===== src/rtl/apb_reg_completer_if.sv =====
// APB3 bus bundle between a requester (bridge) and the register completer.
//   master modport : drives psel/penable/pwrite/paddr/pwdata, receives prdata/pready/pslverr
//   slave modport  : the mirror image, used by apb_reg_completer
interface apb_reg_completer_if #(
   parameter int ADDR_WIDTH = 32,
   parameter int DATA_WIDTH = 32
);
   logic                  psel;
   logic                  penable;
   logic                  pwrite;
   logic [ADDR_WIDTH-1:0] paddr;
   logic [DATA_WIDTH-1:0] pwdata;
   logic [DATA_WIDTH-1:0] prdata;
   logic                  pready;
   logic                  pslverr;

   modport master (
      output psel, penable, pwrite, paddr, pwdata,
      input  prdata, pready, pslverr
   );

   modport slave (
      input  psel, penable, pwrite, paddr, pwdata,
      output prdata, pready, pslverr
   );
endinterface


===== src/rtl/apb_reg_completer.sv =====
// APB3 completer with a small word register file and a fixed number of wait states.
//   pclk   : clock, rising edge
//   preset : synchronous active-high reset
//   apb    : slave side of the APB bus (psel, penable, pwrite, paddr, pwdata in;
//            prdata, pready, pslverr out, all registered)
// Map (word index): 0 ID (RO), 1 CTRL (RW), 2 XFER_CNT (RO), 3 ERR_CNT (RO),
// 4..NUM_REGS-1 general RW. Errors are decoded once, at the setup cycle.
module apb_reg_completer #(
   parameter int          ADDR_WIDTH  = 32,
   parameter int          DATA_WIDTH  = 32,
   parameter int          NUM_REGS    = 8,
   parameter int          WAIT_STATES = 2,
   parameter logic [31:0] ID_VALUE    = 32'hA5B0_0001
) (
   input logic                pclk,
   input logic                preset,
   apb_reg_completer_if.slave apb
);
   localparam int IDX_W = $clog2(NUM_REGS);
   localparam int CNT_W = (WAIT_STATES < 2) ? 1 : $clog2(WAIT_STATES + 1);
   localparam logic [ADDR_WIDTH-1:0] ADDR_LIMIT = ADDR_WIDTH'(NUM_REGS * 4);

   typedef enum logic [1:0] {IDLE, WAIT, RESP} state_t;

   // Transfer attributes captured at setup and held through the access phase.
   typedef struct packed {
      logic [IDX_W-1:0] idx;
      logic             wr;
      logic             err;
   } req_t;

   state_t                state, state_nxt;
   logic [CNT_W-1:0]      cnt, cnt_nxt;
   req_t                  req_q, req_in, req_sel;
   logic                  setup;
   logic [DATA_WIDTH-1:0] regs [2**IDX_W];
   logic [DATA_WIDTH-1:0] xfer_cnt, err_cnt;
   logic [DATA_WIDTH-1:0] rd_mux, rd_val;
   logic [DATA_WIDTH-1:0] prdata_q;
   logic                  pready_q, pslverr_q;

   assign setup = (state == IDLE) && apb.psel && !apb.penable;

   // Live decode of the bus, used at the setup edge.
   always_comb begin
      req_in     = '0;
      req_in.idx = apb.paddr[IDX_W+1:2];
      req_in.wr  = apb.pwrite;
      req_in.err = (apb.paddr[1:0] != 2'b00) || (apb.paddr >= ADDR_LIMIT) ||
                   (apb.pwrite && (req_in.idx == IDX_W'(0) ||
                                   req_in.idx == IDX_W'(2) ||
                                   req_in.idx == IDX_W'(3)));
   end

   // With zero wait states the response is loaded on the setup edge itself,
   // before req_q holds the new transfer, so take the live decode then.
   assign req_sel = (state == IDLE) ? req_in : req_q;

   always_comb begin
      rd_mux = '0;
      case (req_sel.idx)
         IDX_W'(0): rd_mux = DATA_WIDTH'(ID_VALUE);
         IDX_W'(2): rd_mux = xfer_cnt;
         IDX_W'(3): rd_mux = err_cnt;
         default:   rd_mux = regs[req_sel.idx];
      endcase
      rd_val = (req_sel.err || req_sel.wr) ? '0 : rd_mux;
   end

   always_comb begin
      state_nxt = state;
      cnt_nxt   = cnt;
      case (state)
         IDLE: begin
            if (setup) begin
               cnt_nxt   = CNT_W'(WAIT_STATES);
               state_nxt = (WAIT_STATES == 0) ? RESP : WAIT;
            end
         end
         WAIT: begin
            cnt_nxt = cnt - 1'b1;
            if (!apb.psel)         state_nxt = IDLE;   // abort: nothing committed
            else if (cnt == CNT_W'(1)) state_nxt = RESP;
         end
         RESP:    state_nxt = IDLE;
         default: state_nxt = IDLE;
      endcase
   end

   always_ff @(posedge pclk) begin
      if (preset) begin
         state     <= IDLE;
         cnt       <= '0;
         req_q     <= '0;
         pready_q  <= 1'b0;
         pslverr_q <= 1'b0;
         prdata_q  <= '0;
         xfer_cnt  <= '0;
         err_cnt   <= '0;
         for (int i = 0; i < 2**IDX_W; i++) regs[i] <= '0;
      end else begin
         state <= state_nxt;
         cnt   <= cnt_nxt;
         if (setup) req_q <= req_in;

         // Outputs are loaded only for the single RESP cycle, zero otherwise.
         pready_q  <= (state_nxt == RESP);
         pslverr_q <= (state_nxt == RESP) && req_sel.err;
         prdata_q  <= (state_nxt == RESP) ? rd_val : '0;

         // Closing edge of the transfer: commit and count. Counters read during
         // this transfer already returned their pre-update value.
         if (state == RESP) begin
            if (req_q.err) begin
               if (err_cnt != '1) err_cnt <= err_cnt + 1'b1;
            end else begin
               xfer_cnt <= xfer_cnt + 1'b1;
               if (req_q.wr) regs[req_q.idx] <= apb.pwdata;
            end
         end
      end
   end

   assign apb.pready  = pready_q;
   assign apb.pslverr = pslverr_q;
   assign apb.prdata  = prdata_q;
endmodule

===== src/flat_wrapper.sv =====
// flat-port wrapper written by rule: the top's interface ports become plain ports
module apb_reg_completer_flat 
#(
   parameter int          ADDR_WIDTH  = 32,
   parameter int          DATA_WIDTH  = 32,
   parameter int          NUM_REGS    = 8,
   parameter int          WAIT_STATES = 2,
   parameter logic [31:0] ID_VALUE    = 32'hA5B0_0001
)
  (pclk, preset, apb_psel, apb_penable, apb_pwrite, apb_paddr, apb_pwdata, apb_prdata, apb_pready, apb_pslverr);
  apb_reg_completer_if #(.ADDR_WIDTH(ADDR_WIDTH), .DATA_WIDTH(DATA_WIDTH)) apb_i ();
  input logic pclk;
  input logic preset;
  input wire logic [$bits(apb_i.psel)-1:0] apb_psel;
  input wire logic [$bits(apb_i.penable)-1:0] apb_penable;
  input wire logic [$bits(apb_i.pwrite)-1:0] apb_pwrite;
  input wire logic [$bits(apb_i.paddr)-1:0] apb_paddr;
  input wire logic [$bits(apb_i.pwdata)-1:0] apb_pwdata;
  output wire logic [$bits(apb_i.prdata)-1:0] apb_prdata;
  output wire logic [$bits(apb_i.pready)-1:0] apb_pready;
  output wire logic [$bits(apb_i.pslverr)-1:0] apb_pslverr;
  assign apb_i.psel = apb_psel;
  assign apb_i.penable = apb_penable;
  assign apb_i.pwrite = apb_pwrite;
  assign apb_i.paddr = apb_paddr;
  assign apb_i.pwdata = apb_pwdata;
  assign apb_prdata = apb_i.prdata;
  assign apb_pready = apb_i.pready;
  assign apb_pslverr = apb_i.pslverr;
  apb_reg_completer #(.ADDR_WIDTH(ADDR_WIDTH), .DATA_WIDTH(DATA_WIDTH), .NUM_REGS(NUM_REGS), .WAIT_STATES(WAIT_STATES), .ID_VALUE(ID_VALUE)) u_core (.pclk(pclk), .preset(preset), .apb(apb_i));
endmodule

===== config.mk =====
export PLATFORM = sky130hd
export DESIGN_NAME = apb_reg_completer_flat
export DESIGN_NICKNAME = d
export VERILOG_FILES = /design/src/rtl/apb_reg_completer_if.sv /design/src/rtl/apb_reg_completer.sv /design/src/flat_wrapper.sv
export SDC_FILE = /design/constraint.sdc
export NUM_CORES = 1
export LEC_CHECK = 0
export BUFFER_PORTS_ARGS = -buffer_cell sky130_fd_sc_hd__buf_2
export CAP_MARGIN = 20
export CORE_MARGIN = 2
export CORE_UTILIZATION = 59
export DETAILED_ROUTE_END_ITERATION = 12
export GPL_TIMING_DRIVEN = 0
export PLACE_DENSITY = 0.88
export SETUP_SLACK_MARGIN = 0.3
export SLEW_MARGIN = 20
export SYNTH_ARGS = -nofsm -noshare
export SYNTH_HDL_FRONTEND = slang
export SYNTH_SLANG_ARGS = --single-unit

===== constraint.sdc =====
create_clock -name pclk -period 3.5 [get_ports pclk]
set_clock_uncertainty 0.15 [all_clocks]
set_input_delay 0.525 -clock pclk [delete_from_list [all_inputs] [get_ports pclk]]
set_output_delay 0.525 -clock pclk [all_outputs]
set_load 0.02 [all_outputs]

== Word level (Yosys, flattened, before mapping) ==
Memory sizes are Yosys's and may differ from the RTL's.
Cells that the tools add are included.
Word-level totals
  RAM bits: 256
  memories: 1
  input port bits: 69
  register bits after elaboration: 107
  output and inout bits: 34
Memory list
  u_core.regs: words 8, width 32, rd ports 1, clocked after memory_dff 0, write ports 8, RTL line apb_reg_completer.sv:36  | logic [DATA_WIDTH-1:0] regs [2**IDX_W];
Operators by class
  $lt $le $gt $ge: 1
  equal/unequal tests: 10
  bitwise gates (word level): 2
  mux-type cells: 18
  add/subtract/negate cells: 3
  reductions and logical operators: 20
Operator list (count)
  $pmux 32 s3: 1
  $add 32x1->32 const B: 2
  $ge 32x6->1 const B: 1
  $mux 32: 1
  $ne 32x32->1 const B: 1
  $reduce_or 32->1: 1
  $eq 3x2->1 const B: 4
  $mux 1: 8
  $mux 2: 4
  $pmux 2 s2: 2
  $logic_not 3->1: 2
  $logic_or 1x1->1: 5
  $mux 5: 1
  $eq 2x1->1 const B: 2
  $eq 2x2->1 const B: 2
  $logic_and 1x1->1: 4
  $reduce_and 2->1: 2
  $reduce_bool 2->1: 2
  $mux 3: 1
  $reduce_and 3->1: 1
  $reduce_or 3->1: 1
  $logic_not 2->1: 1
  $ne 2x1->1 const B: 1
  $not 1->1: 2
  2 further kinds: 2

== Longest topological paths before layout ==
Gate-level depths: netlist of run 1.
  depth after elaboration: 8
  mapped depth: 9
  mapped depth without buffers: 7

== Worst setup path after synthesis of run 1 ==
Ideal clock, no wire load.
  path type: reg-to-reg
  start: register u_core.state[1]
  end: memory u_core.regs[1][0] (enable)
  setup time: 375 ps
  slack: 1038 ps
  stages on the path, launching flop included: 6
  period minus slack after synthesis: 2462 ps
  buffers on the path: 1
  arrival: 1938 ps
  cell sequence: dfxtp_1 > buf_2 > nor3b_2 > nand4b_1 > nor3_1 > or2_2
RTL lines
  start: declaration: RTL line apb_reg_completer.sv:32  | state_t state, state_nxt;
  start signal: assignment: RTL line apb_reg_completer.sv:102  | state <= state_nxt;
  end: declaration: RTL line apb_reg_completer.sv:36

== Worst setup path after layout of run 1 ==
  start: register u_core.state[0]
  end: register u_core.prdata_q[28] (netlist: u_core.apb.prdata[28])
Between the ends
  longest elaborated chain between the ends: 8
  elaborated cells on any way between the ends: 18
  those cells by class: 4 x eq/ne; 6 x mux; 1 x bitwise; 6 x reduce/logical; 1 x memory
RTL lines
  $logic_not 2->1: RTL line apb_reg_completer.sv:42, apb_reg_completer.sv:57, apb_reg_completer.sv:73
  $logic_and 1x1->1 (2 in a row): RTL line apb_reg_completer.sv:42  | assign setup = (state == IDLE) && apb.psel && !apb.penable;
  $mux 2: RTL line apb_reg_completer.sv:75  | if (setup) begin
  $pmux 2 s2: RTL line apb_reg_completer.sv:73  | case (state)
  $eq 2x2->1: RTL line apb_reg_completer.sv:109  | prdata_q <= (state_nxt == RESP) ? rd_val : '0;
  $not 1->1 (no line)
  $reduce_or 3->1 (no line)
  end signal: assignment: RTL line apb_reg_completer.sv:109
  end: declaration: RTL line apb_reg_completer.sv:39  | logic [DATA_WIDTH-1:0] prdata_q;
Several ways; a longest one is shown, not always the timed one.
A chain may end at the register's enable or synchronous reset.

==> results of run 1 <==
per-layer routing:
layer	routed length [um]	up-vias
met5	0	-
met4	1452	0
met3	4216	129
met2	16270	697
met1	12900	4761
li1	-	4509
path summary, 6_finish.rpt:
path,slack [ns],to,start,depth (start not counted)
worst min-delay path,0.07,u_core.req_q[1]$_SDFFE_PP0P_,apb_pwrite,3
worst min register to register,0.38,u_core.cnt[0]$_SDFFE_PP0P_,u_core.cnt[0]$_SDFFE_PP0P_,2
worst max register to register,0.41,u_core.apb.prdata[28]$_SDFF_PP0_,u_core.state[0]$_SDFF_PP0_,8
worst max-delay path,0.41,u_core.apb.prdata[28]$_SDFF_PP0_,u_core.state[0]$_SDFF_PP0_,8
cells in the mapped netlist (3+ instances only):
| cell | n | area share |
|---|---|---|
| and2_1 | 167 | 0.084 |
| edfxtp_1 | 160 | 0.39 |
| dfxtp_1 | 107 | 0.17 |
| nand2_1 | 93 | 0.028 |
| nor2_1 | 70 | 0.021 |
| clkbuf_1 | 59 | 0.018 |
| a21oi_1 | 51 | 0.021 |
| o21ai_0 | 38 | 0.015 |
| a211oi_1 | 35 | 0.021 |
| nor3_1 | 32 | 0.013 |
| xnor2_1 | 32 | 0.023 |
| nand3_1 | 28 | 0.011 |
| and3_1 | 27 | 0.014 |
| nand4_1 | 20 | 0.010 |
| nor4_1 | 19 | 0.0096 |
| or3_1 | 18 | 0.0091 |
| mux2_2 | 17 | 0.015 |
| inv_1 | 16 | 0.0049 |
| buf_2 | 15 | 0.0061 |
| or4_1 | 14 | 0.0085 |
| a221oi_1 | 12 | 0.0085 |
| a31o_2 | 12 | 0.0085 |
| a311o_1 | 10 | 0.0081 |
| a31oi_1 | 10 | 0.0051 |
| o31ai_1 | 10 | 0.0061 |
| a22o_1 | 7 | 0.0050 |
| mux4_2 | 7 | 0.013 |
| and4_1 | 6 | 0.0042 |
| nor2b_1 | 6 | 0.0030 |
| or2_2 | 6 | 0.0030 |
| mux2i_1 | 5 | 0.0040 |
| nand2b_1 | 4 | 0.0020 |
| o21a_1 | 4 | 0.0024 |
| ha_1 | 3 | 0.0030 |
| o22ai_1 | 3 | 0.0015 |
layout by cell type, fill, tap and decap left out, types with 17 or more instances in the layout:
master / instances
a211oi_1: 35
a21oi_1: 50
and2_1: 167
and3_1: 27
buf_2: 117
clkbuf_1: 61
clkbuf_16: 28
dfxtp_1: 107
edfxtp_1: 160
mux2_2: 17
nand2_1: 93
nand3_1: 28
nand4_1: 20
nor2_1: 69
nor3_1: 31
nor4_1: 18
o21ai_0: 38
or3_1: 18
xnor2_1: 32
area by class of cell:
class | instances | share of cell area
flip-flops and latches | 267 | 0.4908
multi-input cells | 799 | 0.3586
clock buffers | 32 | 0.05198
repair buffers | 102 | 0.03607
well taps | 270 | 0.02387
plain buffers | 77 | 0.02290
clock inverters | 20 | 0.01158
inverters | 16 | 0.004243
cell families (layout without fill, tap and decap cells):
kind of cell,count (synthesis),count (layout),synth area share
simple gates,526,526,0.2357
flops,267,267,0.5613
compound gates,207,207,0.1126
buf+inv,93,247,0.03104
xor+xnor,34,34,0.02406
mux,29,29,0.03225
fa+ha+maj,3,3,0.003033
registers in the layout (all words and copies together) (netlist names):
name and flops:
u_core.regs 160, u_core.err_cnt 32, u_core.req_q 5, u_core.apb.prdata 32
u_core.cnt 2, u_core.apb.pslverr 1, u_core.xfer_cnt 32, u_core.state 2
u_core.apb.pready 1
power groups by stage:
stage	Sequential [mW]	Clock (mW)	Combinational, mW
final	3.41	2.89	0.452
after global routing	3.42	3.02	0.476
after CTS	3.41	2.89	0.437
after detailed placement	3.48	0	0.432
after global placement	3.48	0	0.415
after floorplan	3.47	0	0.253
metrics by stage:
stage,instance area [sq um],instances
after floorplan,12380,1159
after global placement,13220,1531
after detailed placement,13220,1531
after CTS,14130,1583
after global routing,14150,1583
final,14150,1583
repair_timing:
item | CTS | global route
pin swaps | 0 | 0
resized for setup | 2 | 6
endpoints found under the setup margin | 34 | 172
buffers inserted | 0 | 0
critical path, cell delays in order (launching register included):
cell and delay (ns):
dfxtp_1 0.33, buf_6 0.14, clkbuf_1 0.38, nor2_1 0.21
a21oi_2 0.52, clkbuf_1 0.66, nor2_1 0.16, o22ai_1 0.22
a21oi_1 0.15
==> summary.md, run 1 <==
| Metric | Value |
|---|---|
| Share of cells above drive strength 1 | `0.1698` |
| Multi-input logic area | `5075 sq um` |
| Distinct cells, synth | `62` |
| Startpoint Class | `register` |
| Max Fclk | `323.6 MHz` |
| Worst-path clk slew | `0.06 ns` |
| Comb pwr share | `0.067` |
| Hpwl dp | `24240 um` |
| Pleak | `5.135 nW` |
| Final Wtd Congestion | `0.9743` |
| Vias/cell | `6.378` |
| Post-route setup TNS | `0 ns` |
| RSZ-0062 raised after global routing | `no` |
| Drc violations | `0` |
| Global-route wire length before repair | `54180 um` |
| Post-synth EDFFs | `160` |
| Setup-failing EPs final | `0` |
| M3 GR Usage | `0.07125` |
| CTS sink cnt | `267` |
| Pre-CTS setup slack | `0.2215 ns` |
| Post-synth top flop | `edfxtp_1` |
| Std cell rows | `52` |
| Syn nets | `1231` |
| GR Util met1 | `0.4171` |
| Hold WS | `0.07261 ns` |
| Status | `finished clean` |
| Max Cap Violations | `0` |
| Global Route met2 Usage | `0.5141` |
| Seq pwr share | `0.505` |
| CTS tree | `built` |
| Cts hold-fix bufs | `0` |
| Core Region | `20430 sq um` |
| Post-Syn Instances | `1159` |
| Die area | `22150 sq um` |
| Clk_lat worst skew | `0.57 ns` |
| Syn Area/Cell | `10.68 sq um` |
| Worst EP required | `3.76 ns` |
| Total number of H-tree levels | `1` |
| Final Power | `6.756 mW` |
| PwrDens | `477.3 nW/um^2` |
| Fraction of registers with async set/reset | `0` |
| Int Power | `5.130 mW` |
| Seq. cell area | `6947 sq um` |
| Routed WL | `34840 um` |
| Peak supply drop | `404.5 uV` |
| Slew Viols, Final | `0` |
| Critical Path Fanout Max | `10` |
| Setup ws final | `0.4101 ns` |
| Minimum clock period | `3.090 ns` |
| CP endpoint kind | `register` |
| Drt first-iter violations | `1361` |
| Clk pwr share | `0.428` |
| Clock buffer count from CTS | `28` |
| Slew margin rel. | `0.4053` |
| Die width | `148.8 um` |
| Largest net degree at the start of global routing | `33` |
| Number of synthesized register bits | `267` |
| Filler Cell Count | `1450` |
| Global route total overflow | `0` |
| Initial Util | `0.6058` |
| Switching portion of total power | `0.2406` |
| Period utilisation layout | `0.8828` |
| Clock Tree Buf Depth | `3` |
| Vias in the first global route | `9820` |
| Initial antenna violation count | `0` |
| Root buffer cell | `clkbuf_16` |
| Antenna diode count | `0` |
| PortBufs | `102` |
| Antenna violation net count after detailed routing | `0` |
| Final core occ | `0.6928` |
| Worst Max-Slew Pin Slew | `0.8897 ns` |
| WP data arrival | `3.35 ns` |
| Seq/Total Area, Yosys | `0.5613` |
| Synthesized area | `12380 sq um` |
| Worst Hold Class | `input port to register` |
| Sw power | `1.626 mW` |
| I/O Pins | `103` |
| Syn. warnings | `0` |
| GRT Total Usage | `0.3172` |
| Die height | `148.8 um` |
| Layout net count | `1363` |
| Drt pass-1 iters | `7` |
| Busiest grt layer | `met2` |
| Crit Path Class | `register to register` |
| Vias post-DR | `10100` |
| Area grow syn2layout | `14.37%` |
| DR WL/cell | `22.01 um` |
| Hold Vio Cnt, Final | `0` |
(Power assumes the default switching activity.)
==> run 2, diff against run 1 <==
ABC_AREA = 1   (was not set)
==> summary.md, run 2 <==
| Metric | Value |
|---|---|
| Max Cap Violations | `0` |
| Drt first-iter violations | `1849` |
| Root buffer cell | `clkbuf_16` |
| Flip-flop count of the largest register after layout | `160` |
| Count leader, synth | `nand2_1` |
| CTS tree | `built` |
| Seq. cell area | `6947 sq um` |
| Post-synth EDFFs | `160` |
| GRT Total Usage | `0.3324` |
| Largest family of logic cells by synthesized area | `simple AND/OR/NAND/NOR gates` |
| Top Family by Delay on Critical Path | `simple AND/OR/NAND/NOR gates` |
| Startpoint Class | `register` |
| Share of cells above drive strength 1 | `0.1204` |
| Synthesized area | `13080 sq um` |
| Cts hold-fix bufs | `0` |
| Distinct cells, synth | `38` |
| Syn nets | `1777` |
| Busiest grt layer | `met2` |
| Final Wtd Congestion | `0.9455` |
| Antenna violation net count after detailed routing | `0` |
| PortBufs | `101` |
| Drt pass-1 iters | `7` |
| Slew Viols, Final | `0` |
| Pre-CTS setup slack | `0.5046 ns` |
| DR WL/cell | `18.54 um` |
| Worst Hold Class | `input port to register` |
| Initial antenna violation count | `0` |
| Setup bufs post-CTS | `0` |
| Core Region | `21820 sq um` |
| Die area | `23380 sq um` |
| Largest stage delay on the critical path | `0.70 ns` |
| Setup-failing EPs final | `0` |
| Antenna diode count | `0` |
| Largest Register | `u_core.regs` |
| Minimum clock period | `3.061 ns` |
| Total number of H-tree levels | `1` |
| Std cell rows | `54` |
| Clk_lat worst skew | `0.56 ns` |
| Worst-path clk slew | `0.06 ns` |
| Worst EP required | `3.52 ns` |
| Hpwl dp | `27270 um` |
| Crit Path Class | `register to register` |
| I/O Pins | `103` |
| Peak supply drop | `414.7 uV` |
| Pleak | `6.342 nW` |
| Most frequent cells in the layout | `532 x nand2_1, 361 x nor2_1, 172 x inv_1` |
| RSZ-0062 raised after global routing | `no` |
| Die height | `152.9 um` |
| Die width | `152.9 um` |
| Syn Area/Cell | `7.674 sq um` |
| WP buf/inv | `3` |
| Fraction of registers with async set/reset | `0` |
| Clock buffer count from CTS | `28` |
| Routed WL | `39700 um` |
| Global-route wire length before repair | `61750 um` |
| Post-synthesis compound-gate area fraction | `0.05747` |
| Initial Util | `0.5995` |
| Vias in the first global route | `11960` |
| CP endpoint kind | `register` |
| Period utilisation layout | `0.8745` |
| Status | `finished clean` |
| Drc violations | `0` |
| Area grow syn2layout | `14.92%` |
| Syn. warnings | `0` |
| Clock Tree Buf Depth | `3` |
| WP data arrival | `3.08 ns` |
| Final Power | `7.240 mW` |
| Layout net count | `1912` |
| PwrDens | `481.5 nW/um^2` |
| Dominant cell type by area after synthesis | `edfxtp_1` |
| Worst-path cell chain | `inv_1, nor2_2, nand2_1, inv_2, nand3_1, nor2_2, nand2_1, buf_2, nand2_2` |
| Hold Vio Cnt, Final | `0` |
| Post-synth top flop | `edfxtp_1` |
| Post-Syn Instances | `1705` |
| Post-route setup TNS | `0 ns` |
| Top-area cell type share of the netlist area | `0.3672` |
| Most common cell after layout, fill and taps aside | `nand2_1` |
| Seq/Total Area, Yosys | `0.5309` |
| Xor-xnor portion of the synthesized cell area | `0.01138` |
| Number of synthesized register bits | `267` |
| CTS sink cnt | `267` |
| Slew margin rel. | `0.3821` |
| Filler Cell Count | `1639` |
| Max Fclk | `326.7 MHz` |
| Critical Path Fanout Max | `32` |
| Global Route met2 Usage | `0.5729` |
| Global route total overflow | `0` |
| Gates resized, CTS repair | `0` |
| Post-synthesis mux area share | `0` |
| Synth cell count leaders | `537 x nand2_1, 361 x nor2_1, 172 x inv_1` |
| Synth Area in Adders | `0.002869` |
| Simple-gate share of the synthesized area | `0.3222` |
| Worst Max-Slew Pin Slew | `0.9236 ns` |
| Multi-input logic area | `5166 sq um` |
| Largest net degree at the start of global routing | `33` |
| Worst path slowest cell | `nand2_2` |
| Vias post-DR | `12430` |
| Setup ws final | `0.4393 ns` |
| GR Util met1 | `0.4083` |
| Vias/cell | `5.803` |
| M3 GR Usage | `0.06464` |
| Top post-synthesis cells by area | `edfxtp_1 37%, dfxtp_1 16%, nand2_1 15%, nor2_1 10%, inv_1 4.9%` |
[run 2: report_power, final]
part / internal, mW / total (mW) / switching, mW
combinational: 0.165 / 0.589 / 0.424
sequential: 3.39 / 3.42 / 0.0314
clock: 1.95 / 3.23 / 1.29
total: 5.50 / 7.24 / 1.74
[run 2: area by class of cell]
cell class	count	area share
tap	280	0.02330
timing repair buffer	105	0.03994
inverter	174	0.04344
clock buffer	32	0.04901
clock inverter	19	0.01673
multi-input combinational	1199	0.3436
buffer	65	0.02197
sequential	267	0.4620
[run 2: worst paths after layout]
kind / from / end / slack [ns] / cells after the start
worst max register to register: u_core.state[1]$_SDFF_PP0_ / u_core.regs[1][12]$_SDFFCE_PN0P_ / 0.44 / 9
worst min register to register: u_core.xfer_cnt[14]$_SDFFE_PP0P_ / u_core.xfer_cnt[14]$_SDFFE_PP0P_ / 0.34 / 2
worst max-delay path: u_core.state[1]$_SDFF_PP0_ / u_core.regs[1][12]$_SDFFCE_PN0P_ / 0.44 / 9
worst min-delay path: apb_psel / u_core.state[0]$_SDFF_PP0_ / 0.11 / 3
[run 2: worst min-delay path, cell delays in order]
cell and delay (ns):
buf_2 0.11, nand2_1 0.07, a21oi_1 0.05
[run 2: kinds of logic after synthesis]
logic type                 count (synthesis)
AOI/OAI and AO/OA                        132
DFF                                      267
adders and majority gates                  3
buffers and inverters                    239
and+or+nand+nor                         1047
xor gates and xnor gates                  17
[run 2: per-stage QoR]
step	hold WS, ns	instance area [sq um]	utilization	cells
6_report	0.1059	15040	0.6890	2141
3_5_place_dp	0.3189	14050	0.6437	2090
4_1_cts	0.1036	15040	0.6890	2141
3_3_place_gp	0.2988	13940	0.6387	2086
5_1_grt	0.1086	15040	0.6890	2141
2_1_floorplan	0.2827	13080	-	1705
[run 2: per-layer routing]
layer | vias to the layer above | part of all wire
met2 | 881 | 0.48
met3 | 196 | 0.11
met1 | 5680 | 0.35
met4 | 0 | 0.050
met5 | - | 0
li1 | 5668 | -
